### config.mk
export PLATFORM = sky130hd
export DESIGN_NAME = seven_seg_scan_flat
export DESIGN_NICKNAME = d
export VERILOG_FILES = /design/src/rtl/seven_seg_scan_pkg.sv /design/src/rtl/seven_seg_scan_if.sv /design/src/rtl/seven_seg_decode.sv /design/src/rtl/seven_seg_scan.sv /design/src/flat_wrapper.sv
export SDC_FILE = /design/constraint.sdc
export NUM_CORES = 1
export LEC_CHECK = 0
export ABC_AREA = 1
export CORE_ASPECT_RATIO = 0.9
export CORE_MARGIN = 4
export CORE_UTILIZATION = 33
export DETAILED_ROUTE_END_ITERATION = 8
export SKIP_LAST_GASP = 1
export SLEW_MARGIN = 20
export SYNTH_ARGS = -nofsm -noshare
export SYNTH_HDL_FRONTEND = slang
export SYNTH_SLANG_ARGS = --single-unit
### constraint.sdc
create_clock -name clk -period 2.3 [get_ports clk]
set_input_delay 0.69 -clock clk [delete_from_list [all_inputs] [get_ports clk]]
set_output_delay 0.69 -clock clk [all_outputs]
set_load 0.02 [all_outputs]
### src/rtl/seven_seg_scan_pkg.sv
// seven_seg_scan_pkg: segment bit order, hex segment patterns and blank pattern
// Segment vectors are {g,f,e,d,c,b,a}; bit 0 = segment a; active-high internally.
package seven_seg_scan_pkg;

    typedef logic [6:0] seg_t;

    localparam seg_t SEG_BLANK = 7'b0000000;

    // Index n holds the pattern for hex digit n.
    localparam seg_t [15:0] SEG_PAT = {
        7'b1110001,  // F
        7'b1111001,  // E
        7'b1011110,  // d
        7'b0111001,  // C
        7'b1111100,  // b
        7'b1110111,  // A
        7'b1101111,  // 9
        7'b1111111,  // 8
        7'b0000111,  // 7
        7'b1111101,  // 6
        7'b1101101,  // 5
        7'b1100110,  // 4
        7'b1001111,  // 3
        7'b1011011,  // 2
        7'b0000110,  // 1
        7'b0111111   // 0
    };

endpackage

### src/rtl/seven_seg_scan_if.sv
// seven_seg_scan_if: bus between register logic (master) and the display scanner (slave)
// master drives load/value/dp_in/digit_en/blank_lz; slave drives seg_out/dp_out/an_out/frame_done.
interface seven_seg_scan_if #(
    parameter int NUM_DIGITS = 4
);

    logic                    load;
    logic [4*NUM_DIGITS-1:0] value;
    logic [NUM_DIGITS-1:0]   dp_in;
    logic [NUM_DIGITS-1:0]   digit_en;
    logic                    blank_lz;
    logic [6:0]              seg_out;
    logic                    dp_out;
    logic [NUM_DIGITS-1:0]   an_out;
    logic                    frame_done;

    modport master (
        output load, value, dp_in, digit_en, blank_lz,
        input  seg_out, dp_out, an_out, frame_done
    );

    modport slave (
        input  load, value, dp_in, digit_en, blank_lz,
        output seg_out, dp_out, an_out, frame_done
    );

endinterface

### src/rtl/seven_seg_decode.sv
// seven_seg_decode: combinational hex nibble to active-high {g..a} segment pattern
// Ports: nib (4-bit hex digit in), seg (7-bit active-high segments out).
module seven_seg_decode
    import seven_seg_scan_pkg::*;
(
    input  logic [3:0] nib,
    output seg_t       seg
);

    assign seg = SEG_PAT[nib];

endmodule

### src/rtl/seven_seg_scan.sv
// seven_seg_scan: multiplexed N-digit seven-segment scanner with load register and blanking
// Ports: clk, reset (sync, active-high), bus (slave side of seven_seg_scan_if):
//   load/value/dp_in/digit_en/blank_lz in; seg_out/dp_out/an_out/frame_done out (registered).
module seven_seg_scan
    import seven_seg_scan_pkg::*;
#(
    parameter int NUM_DIGITS     = 4,
    parameter int SCAN_DIV       = 50000,
    parameter int BLANK_CYC      = 500,
    parameter bit SEG_ACTIVE_LOW = 1,
    parameter bit AN_ACTIVE_LOW  = 1
) (
    input logic         clk,
    input logic         reset,
    seven_seg_scan_if.slave bus
);

    localparam int CW = $clog2(SCAN_DIV);
    localparam int IW = NUM_DIGITS > 1 ? $clog2(NUM_DIGITS) : 1;
    localparam logic [CW-1:0] CNT_LAST  = CW'(SCAN_DIV - 1);
    localparam logic [CW-1:0] BLANK_END = CW'(BLANK_CYC);
    localparam logic [IW-1:0] IDX_LAST  = IW'(NUM_DIGITS - 1);
    // XOR masks: all-ones inverts to active-low, zero leaves active-high.
    localparam seg_t                  SEG_POL = {7{SEG_ACTIVE_LOW}};
    localparam logic [NUM_DIGITS-1:0] AN_POL  = {NUM_DIGITS{AN_ACTIVE_LOW}};

    logic [4*NUM_DIGITS-1:0] hold_val;
    logic [NUM_DIGITS-1:0]   hold_dp;
    logic [NUM_DIGITS-1:0]   hold_en;
    logic                    hold_lz;
    logic [CW-1:0]           cnt;
    logic [IW-1:0]           idx;

    logic [3:0]            nib;
    seg_t                  dec_seg;
    seg_t                  seg_act;
    logic                  dp_act;
    logic [NUM_DIGITS-1:0] an_act;
    logic                  blanking;
    logic                  lz_dark;

    seven_seg_decode u_dec (
        .nib (nib),
        .seg (dec_seg)
    );

    always_comb begin
        nib      = hold_val[{idx, 2'b00} +: 4];
        blanking = cnt < BLANK_END;
        // Zero-blank only when this nibble and every higher one are zero.
        lz_dark  = hold_lz && (idx != '0) && ((hold_val >> {idx, 2'b00}) == '0);
        seg_act  = (blanking || !hold_en[idx] || lz_dark) ? SEG_BLANK : dec_seg;
        // A zero-blanked digit still shows its decimal point; a disabled one does not.
        dp_act   = !blanking && hold_en[idx] && hold_dp[idx];
        an_act   = blanking ? '0 : NUM_DIGITS'(1) << idx;
    end

    always_ff @(posedge clk) begin
        if (reset) begin
            hold_val       <= '0;
            hold_dp        <= '0;
            hold_en        <= '0;
            hold_lz        <= 1'b0;
            cnt            <= '0;
            idx            <= '0;
            bus.seg_out    <= SEG_BLANK ^ SEG_POL;
            bus.dp_out     <= SEG_ACTIVE_LOW;
            bus.an_out     <= AN_POL;
            bus.frame_done <= 1'b0;
        end else begin
            if (bus.load) begin
                hold_val <= bus.value;
                hold_dp  <= bus.dp_in;
                hold_en  <= bus.digit_en;
                hold_lz  <= bus.blank_lz;
            end
            cnt <= (cnt == CNT_LAST) ? '0 : cnt + 1'b1;
            if (cnt == CNT_LAST)
                idx <= (idx == IDX_LAST) ? '0 : idx + 1'b1;
            bus.frame_done <= (cnt == CNT_LAST) && (idx == IDX_LAST);
            bus.seg_out    <= seg_act ^ SEG_POL;
            bus.dp_out     <= dp_act ^ SEG_ACTIVE_LOW;
            bus.an_out     <= an_act ^ AN_POL;
        end
    end

endmodule

### src/flat_wrapper.sv
// flat-port wrapper written by rule: the top's interface ports become plain ports
module seven_seg_scan_flat import seven_seg_scan_pkg::*;
#(
    parameter int NUM_DIGITS     = 4,
    parameter int SCAN_DIV       = 50000,
    parameter int BLANK_CYC      = 500,
    parameter bit SEG_ACTIVE_LOW = 1,
    parameter bit AN_ACTIVE_LOW  = 1
)
  (clk, reset, bus_load, bus_value, bus_dp_in, bus_digit_en, bus_blank_lz, bus_seg_out, bus_dp_out, bus_an_out, bus_frame_done);
  seven_seg_scan_if #(.NUM_DIGITS(NUM_DIGITS)) bus_i ();
  input logic clk;
  input logic reset;
  input wire logic [$bits(bus_i.load)-1:0] bus_load;
  input wire logic [$bits(bus_i.value)-1:0] bus_value;
  input wire logic [$bits(bus_i.dp_in)-1:0] bus_dp_in;
  input wire logic [$bits(bus_i.digit_en)-1:0] bus_digit_en;
  input wire logic [$bits(bus_i.blank_lz)-1:0] bus_blank_lz;
  output wire logic [$bits(bus_i.seg_out)-1:0] bus_seg_out;
  output wire logic [$bits(bus_i.dp_out)-1:0] bus_dp_out;
  output wire logic [$bits(bus_i.an_out)-1:0] bus_an_out;
  output wire logic [$bits(bus_i.frame_done)-1:0] bus_frame_done;
  assign bus_i.load = bus_load;
  assign bus_i.value = bus_value;
  assign bus_i.dp_in = bus_dp_in;
  assign bus_i.digit_en = bus_digit_en;
  assign bus_i.blank_lz = bus_blank_lz;
  assign bus_seg_out = bus_i.seg_out;
  assign bus_dp_out = bus_i.dp_out;
  assign bus_an_out = bus_i.an_out;
  assign bus_frame_done = bus_i.frame_done;
  seven_seg_scan #(.NUM_DIGITS(NUM_DIGITS), .SCAN_DIV(SCAN_DIV), .BLANK_CYC(BLANK_CYC), .SEG_ACTIVE_LOW(SEG_ACTIVE_LOW), .AN_ACTIVE_LOW(AN_ACTIVE_LOW)) u_core (.clk(clk), .reset(reset), .bus(bus_i));
endmodule
==> summary.md, run 1 <==
| Metric | Value |
|---|---|
| Post-DRT Antenna Nets | `0` |
| Worst slew pin tran | `slightly above 0.5 ns` |
| Synth top area share | `39.4%` |
| Clock Pin Slew Worst Setup and Hold Paths | `roughly 0.10 ns` |
| Total wire length | `6.19 mm` |
| Slew Limit Fails | `0` |
| Ranking of synthesized cells by area | `dfxtp_1 39%, nand2_1 11%, nor2_1 8.7%` |
| Most frequent CP cell | `nand2_1` |
| First-pass GRT wire length | `10.7 mm` |
| CP cell instances | `inv_4 > nand3_1 > nand2_1 > ha_1 > inv_1 > nor3_1 > nand3b_1 > nor2_1 > a21oi_4 > nand2_1` |
| Maxcap violations | `0` |
| Minimum clock period | `2.02 ns` |
| WP data required | `approximately 2.5 ns` |
| DPL Wire Length | `about 4.7 mm` |
| Pre-antenna DRT Iters | `5` |
| Synth area leader | `dfxtp_1` |
| EDFF count, synth | `0` |
| DP Area | `~0.0033 mm^2` |
| TritonCTS clock tree | `built` |
| Cts bufs inserted | `5` |
| Final Util | `42.2%` |
| YS warnings | `0` |
| Normalized max-slew margin | `65.4%` |
| Core area | `0.00822 mm^2` |
| Antenna cell count | `0` |
| DRT iter0 DRCs | `122` |
| FMAX | `between 400 and 500 MHz` |
| Die H | `96.1 um` |
| Mean routed wirelength per cell | `11.3 um` |
| Max VDD drop | `0.266 mV` |
| Seq cells post-synth | `56` |
| Starting Density | `34.6%` |
| Share of cells above drive strength 1 | `a little over a tenth` |
| Avg Inst Size Synth | `7.28 um^2` |
| DR vias | `2502` |
| Crit-path slowest cell | `dfxtp_1` |
| Most common cell in the netlist | `nand2_1` |
| Ys flop type | `dfxtp_1` |
| Initial antenna violation count | `0` |
| Clock latency on the worst-skew pair | `0.31 ns` |
| Mapped cell area | `0.00285 mm^2` |
| Top post-synthesis cells by count | `81 x nand2_1, 66 x nor2_1, 56 x dfxtp_1` |
| Crit-path max cell delay | `0.66 ns` |
| Power per cell area | `approximately 560 mW/mm^2` |
| Register area share after synthesis | `between 30% and 40%` |
| RD Place Congestion | `0.812` |
| DRC violations left | `0` |
| Crit-path leading delay family | `flip-flops` |
| RSZ-0062 raised after global routing | `no` |
| Period utilization | `87.9%` |
| CTS Buffer Depth | `2` |
| Synth Net Count | `430` |
| Critical path endpoint category | `register` |
| I/O Buffers | `40` |
| Layout area overhead | `21.9%` |
| Design area | `0.00347 mm^2` |
| Max Clock Skew | `roughly 0.0092 ns` |
| Final hold vios | `0` |
| Total track usage | `12.9%` |
| Syn Inst Count | `391` |
| Setup TNS | `0 ns` |
| Max H-tree Level | `2` |
| Hold/Removal Path Class | `reg2reg` |
| Row count | `31` |
| Post-CTS Hold Fix Bufs | `0` |
| Outcome | `complete, no violations` |
| Clock sinks | `56` |
| Root Driver | `clkbuf_8` |
| Via density | `between 4 and 5` |
| Leakage | `1.40 nW` |
| Crit-path max FO | `11` |
| # nets final | `469` |
| # IOs | `41` |
| Die Wd | `106 um` |
| Synth unique cells | `37` |
| Crit path kind | `reg2reg` |
| Crit path launch type | `register` |
| Vias in the first global route | `2309` |
| Setup Viol. Count Final | `0` |
| WP buf/inv | `2` |
| Post-synth ARST share | `0%` |
| Critical Path AT | `2.23 ns` |
| Die Footprint | `0.0102 mm^2` |
| Gr ovfl total | `0` |
| Pin count of the biggest net entering global routing | `34` |
metrics by stage:
step	hold slack (ns)	instances	power, mW	worst slack [ns]
3_3_place_gp	0.450	538	1.26	0.286
2_1_floorplan	0.429	391	1.18	0.607
5_1_grt	0.505	546	2.05	0.0547
6_report	0.467	546	1.95	0.279
3_5_place_dp	0.454	538	1.26	0.216
4_1_cts	0.470	546	1.97	0.188
area by class of cell:
cell class | instances | area (um^2)
Clock buffer | 7 | 96.3
Clock inverter | 1 | 30.0
Fill cell | 875 | 4750
Inverter | 32 | 125
Multi-Input combinational cell | 290 | 1510
Sequential cell | 56 | 1120
Tap cell | 115 | 144
Timing Repair Buffer | 45 | 438
kinds of logic after synthesis:
| group | Yosys count | synth area share, % |
|---|---|---|
| AO/OA/AOI/OAI | 58 | 11.6 |
| XOR/XNOR | 4 | 1.23 |
| adder cells (fa/ha/maj) | 11 | 4.84 |
| buffers and inverters | 45 | 7.43 |
| flip-flops | 56 | 39.4 |
| AND/OR/NAND/NOR | 217 | 35.5 |
worst paths after layout:
path / startpoint / to / slack [ns] / depth (start not counted)
max: u_core.idx[1]$_SDFFE_PP0P_ / u_core.bus.seg_out[3]$_SDFF_PP1_ / 0.28 / 10
min reg2reg: u_core.hold_dp[0]$_SDFFE_PP0P_ / u_core.hold_dp[0]$_SDFFE_PP0P_ / 0.47 / 2
min: u_core.hold_dp[0]$_SDFFE_PP0P_ / u_core.hold_dp[0]$_SDFFE_PP0P_ / 0.47 / 2
max reg2reg: u_core.idx[1]$_SDFFE_PP0P_ / u_core.bus.seg_out[3]$_SDFF_PP1_ / 0.28 / 10
worst register-to-register path: stages (launching register included):
cell and delay [ns]:
dfxtp_1 0.66, inv_4 0.15, nand3_1 0.12, nand2_1 0.15, ha_1 0.24, inv_1 0.08
nor3_1 0.05, nand3b_1 0.07, nor2_1 0.06, a21oi_4 0.26, nand2_1 0.08
layer usage:
metal | wire length, um | up-vias | GRT usage [%]
met2 | 2470 | 51 | 18.8
met3 | 278 | 4 | 3.35
met1 | 3410 | 1106 | 18.7
li1 | - | 1341 | -
met5 | 0 | - | 0
met4 | 40 | 0 | 3.88
power by group:
| group | switching [mW] | leakage (nW) | internal (mW) | total [mW] |
|---|---|---|---|---|
| clock network | 0.325 | 0.0645 | 0.385 | 0.710 |
| registers | 0.0215 | 0.459 | 1.00 | 1.03 |
| logic | 0.116 | 0.878 | 0.0997 | 0.215 |
| total | 0.462 | 1.40 | 1.49 | 1.95 |
registers in the layout (all words and copies together) (netlist names):
name,count
u_core.hold_val,16
u_core.bus.frame_done,1
u_core.hold_en,4
u_core.bus.dp_out,1
u_core.hold_lz,1
u_core.hold_dp,4
u_core.cnt,16
u_core.bus.seg_out,7
u_core.bus.an_out,4
u_core.idx,2
what timing repair did:
action                     4_1_cts  5_1_grt
resized for setup                0        1
buffers inserted                 0        0
setup endpoints to repair        0        7
placed cells by master (no fill, tap or decap), types with 3 or more instances in the layout:
cell type / instances
nand3_2: 4
nor3_1: 6
clkdlybuf4s50_1: 40
nand3_1: 34
nor2_2: 4
clkbuf_8: 7
nand4_1: 3
nor2_1: 66
ha_1: 11
nand2_4: 4
o21ai_0: 28
buf_4: 5
a21oi_1: 21
xor2_1: 3
inv_1: 28
nand2_2: 6
dfxtp_1: 55
nand2_1: 81
Power figures use the tool's default switching activity.
==> run 2: changes to the inputs <==
Settings changed: PLACE_DENSITY set to 0.59.
==> run 2 against run 1 <==
Effect of this change: clock skew is essentially flat; first-iteration DRC count rose by 19%; total power is 7.8% lower; fmax is 4.4% higher; setup slack better by 0.085 ns; critical path depth is 9 lower; largest power group unchanged.
==> summary.md, run 2 (synthesis gave the netlist of run 1 again) <==
| Metric | Value |
|---|---|
| Power per cell area | `520 mW/mm^2 (-7.5%)` |
| Final hold vios | `0 (unchanged)` |
| Clock Pin Slew Worst Setup and Hold Paths | `0.10 ns (about the same)` |
| Gr ovfl total | `0 (unchanged)` |
| Clock latency on the worst-skew pair | `0.31 ns (about the same)` |
| Max VDD drop | `0.257 mV (-3.4%)` |
| Root Driver | `clkbuf_8` |
| Period utilization | `84.2% (-3.7 points)` |
| Met2 usage | `20.1% (+1.3 points)` |
| Critical path endpoint category | `primary output` |
| Worst Hold Depth | `2 (unchanged)` |
| GRT busiest layer | `met2` |
| Hold/Removal Path Class | `reg2reg` |
| Starting Density | `34.6% (unchanged)` |
| Normalized max-slew margin | `69.1% (+3.7 points)` |
| Fill cells | `891 (+1.8%)` |
| DRC violations left | `0 (unchanged)` |
| Antenna cell count | `0 (unchanged)` |
| Clock sinks | `56 (unchanged)` |
| DPL Wire Length | `4.80 mm (+2.2%)` |
| DR vias | `2514 (+0.48%)` |
| Mean routed wirelength per cell | `11.5 um (+1.3%)` |
| FF-to-FF path depth | `11 (+1)` |
| Maxcap violations | `0 (unchanged)` |
| Outcome | `complete, no violations` |
| RR Startpoint | `u_core.idx[0]$_SDFFE_PP0P_` |
| Die Wd | `106 um (unchanged)` |
| First-pass GRT wire length | `11.0 mm (+2.9%)` |
| RD Place Congestion | `0.794 (-2.2%)` |
| Row count | `31 (unchanged)` |
| Setup TNS | `0 ns (unchanged)` |
| Layout area overhead | `21.4%` |
| Crit path kind | `reg2out` |
| Slew Limit Fails | `0 (unchanged)` |
| Met3 usage | `3.15% (-0.20 points)` |
| Via density | `4.60 (+0.30%)` |
| Initial antenna violation count | `0 (unchanged)` |
| Leakage | `1.39 nW (-1.0%)` |
| Total wire length | `6.29 mm (+1.5%)` |
| Final Util | `42.0% (-0.17 points)` |
| WP data required | `1.61 ns (-0.89 ns)` |
| Worst r2r dst | `u_core.bus.seg_out[6]$_SDFF_PP1_` |
| CTS Buffer Depth | `2 (unchanged)` |
| Top flop regs | `u_core.cnt: 16 flops, u_core.hold_val: 16 flops, u_core.bus.seg_out: 7 flops` |
| CP cell instances | `clkdlybuf4s50_1` |
| Share of cells above drive strength 1 | `10.6% (+0.21 points)` |
| Crit-path slowest cell | `clkdlybuf4s50_1` |
| M1 GR Usage | `18.7% (about the same)` |
| Die Footprint | `0.0102 mm^2 (unchanged)` |
| WP buf/inv | `1 (-1)` |
| Commonest non-fill, non-tap cells in the layout | `81 x nand2_1, 66 x nor2_1, 55 x dfxtp_1, 40 x clkdlybuf4s50_1, 34 x nand3_1` |
| Hold path startpoint | `u_core.hold_dp[0]$_SDFFE_PP0P_` |
| Setup Viol. Count Final | `0 (unchanged)` |
| DRT iter0 DRCs | `145 (+19%)` |
| Crit path launch type | `register` |
| Layout Cells excl Fill | `547 (+0.18%)` |
| Post-DRT Antenna Nets | `0 (unchanged)` |
| Max Clock Skew | `0.00874 ns (-0.000468 ns)` |
| Most common cell after layout, fill and taps aside | `nand2_1` |
| Crit-path max cell delay | `0.60 ns (-0.06 ns)` |
| Worst slew pin tran | `0.463 ns (-0.0552 ns)` |
| Pin count of the biggest net entering global routing | `34 (unchanged)` |
| End of the worst hold path | `u_core.hold_dp[0]$_SDFFE_PP0P_` |
| TritonCTS clock tree | `built` |
| R2R Setup Slk | `0.38 ns (+0.10 ns)` |
| I/O Buffers | `40 (unchanged)` |
| # IOs | `41 (unchanged)` |
| FMAX | `517 MHz (+4.4%)` |
| Total track usage | `13.2% (+0.30 points)` |
| Minimum clock period | `1.94 ns (-0.0852 ns)` |
| Postcts setup bufs | `0 (unchanged)` |
| Pre-antenna DRT Iters | `4 (-1)` |
| Core area | `0.00822 mm^2 (unchanged)` |
| Worst hold slack | `0.475 ns (+0.00837 ns)` |
| Crit-path leading delay family | `buffers and inverters` |
| Die H | `96.1 um (unchanged)` |
| RSZ-0062 raised after global routing | `no` |
| Vias in the first global route | `2388 (+3.4%)` |
| Max H-tree Level | `2 (unchanged)` |
| Crit-path max FO | `1 (-10)` |
| Dpl cells | `539 (+0.19%)` |
| # nets final | `470 (+0.21%)` |
| Critical Path AT | `1.25 ns (-0.98 ns)` |
| Cts bufs inserted | `5 (unchanged)` |
## run 2: power breakdown
group          switching (mW)  leakage (nW)  internal (mW)
Combinational           0.116         0.888          0.102
Sequential             0.0218         0.459           1.00
Clock                   0.337        0.0404          0.217
Total                   0.475          1.39           1.32
## run 2: final cells by class
class / instances / area, um^2 / share of cell area [%]
Multi-Input combinational cell: 290 / 1510 / 43.8
Timing Repair Buffer: 46 / 458 / 13.3
Clock buffer: 5 / 68.8 / 1.99
Clock inverter: 3 / 23.8 / 0.688
Inverter: 32 / 125 / 3.62
Tap cell: 115 / 144 / 4.16
Sequential cell: 56 / 1120 / 32.5
## run 2: timing repair
| item | CTS | global route |
|---|---|---|
| gates resized for setup | 0 | 1 |
| hold buffers | 0 | 0 |
| endpoints found under the setup margin | 0 | 7 |
## run 2: how the worst max path moves through the flow
| stage | start | to | cells past startpoint |
|---|---|---|---|
| 2_1_floorplan | u_core.idx[0]$_SDFFE_PP0P_ | u_core.bus.seg_out[1]$_SDFF_PP1_ | 13 |
| 3_3_place_gp | reset | u_core.cnt[5]$_SDFF_PP0_ | 4 |
| 3_5_place_dp | u_core.idx[0]$_SDFFE_PP0P_ | u_core.bus.seg_out[1]$_SDFF_PP1_ | 11 |
| 4_1_cts | u_core.idx[0]$_SDFFE_PP0P_ | u_core.bus.seg_out[1]$_SDFF_PP1_ | 11 |
| 5_1_grt | u_core.idx[0]$_SDFFE_PP0P_ | u_core.bus.seg_out[1]$_SDFF_PP1_ | 11 |
| 6_report | u_core.bus.an_out[2]$_SDFF_PP1_ | bus_an_out[2] | 1 |
## run 2: metal layers
| metal | routed length [um] | vias to the layer above |
|---|---|---|
| met4 | 74 | 0 |
| met2 | 2500 | 53 |
| li1 | - | 1339 |
| met5 | 0 | - |
| met1 | 3430 | 1114 |
| met3 | 278 | 8 |
## run 2: stage by stage
stage | power (mW) | instance area (um^2) | setup slack, ns
final | 1.80 | 3460 | 0.364
after detailed placement | 1.27 | 3360 | 0.178
after global placement | 1.26 | 3360 | 0.309
after global routing | 1.90 | 3460 | 0.183
after floorplan | 1.18 | 2850 | 0.607
after CTS | 1.83 | 3450 | 0.162
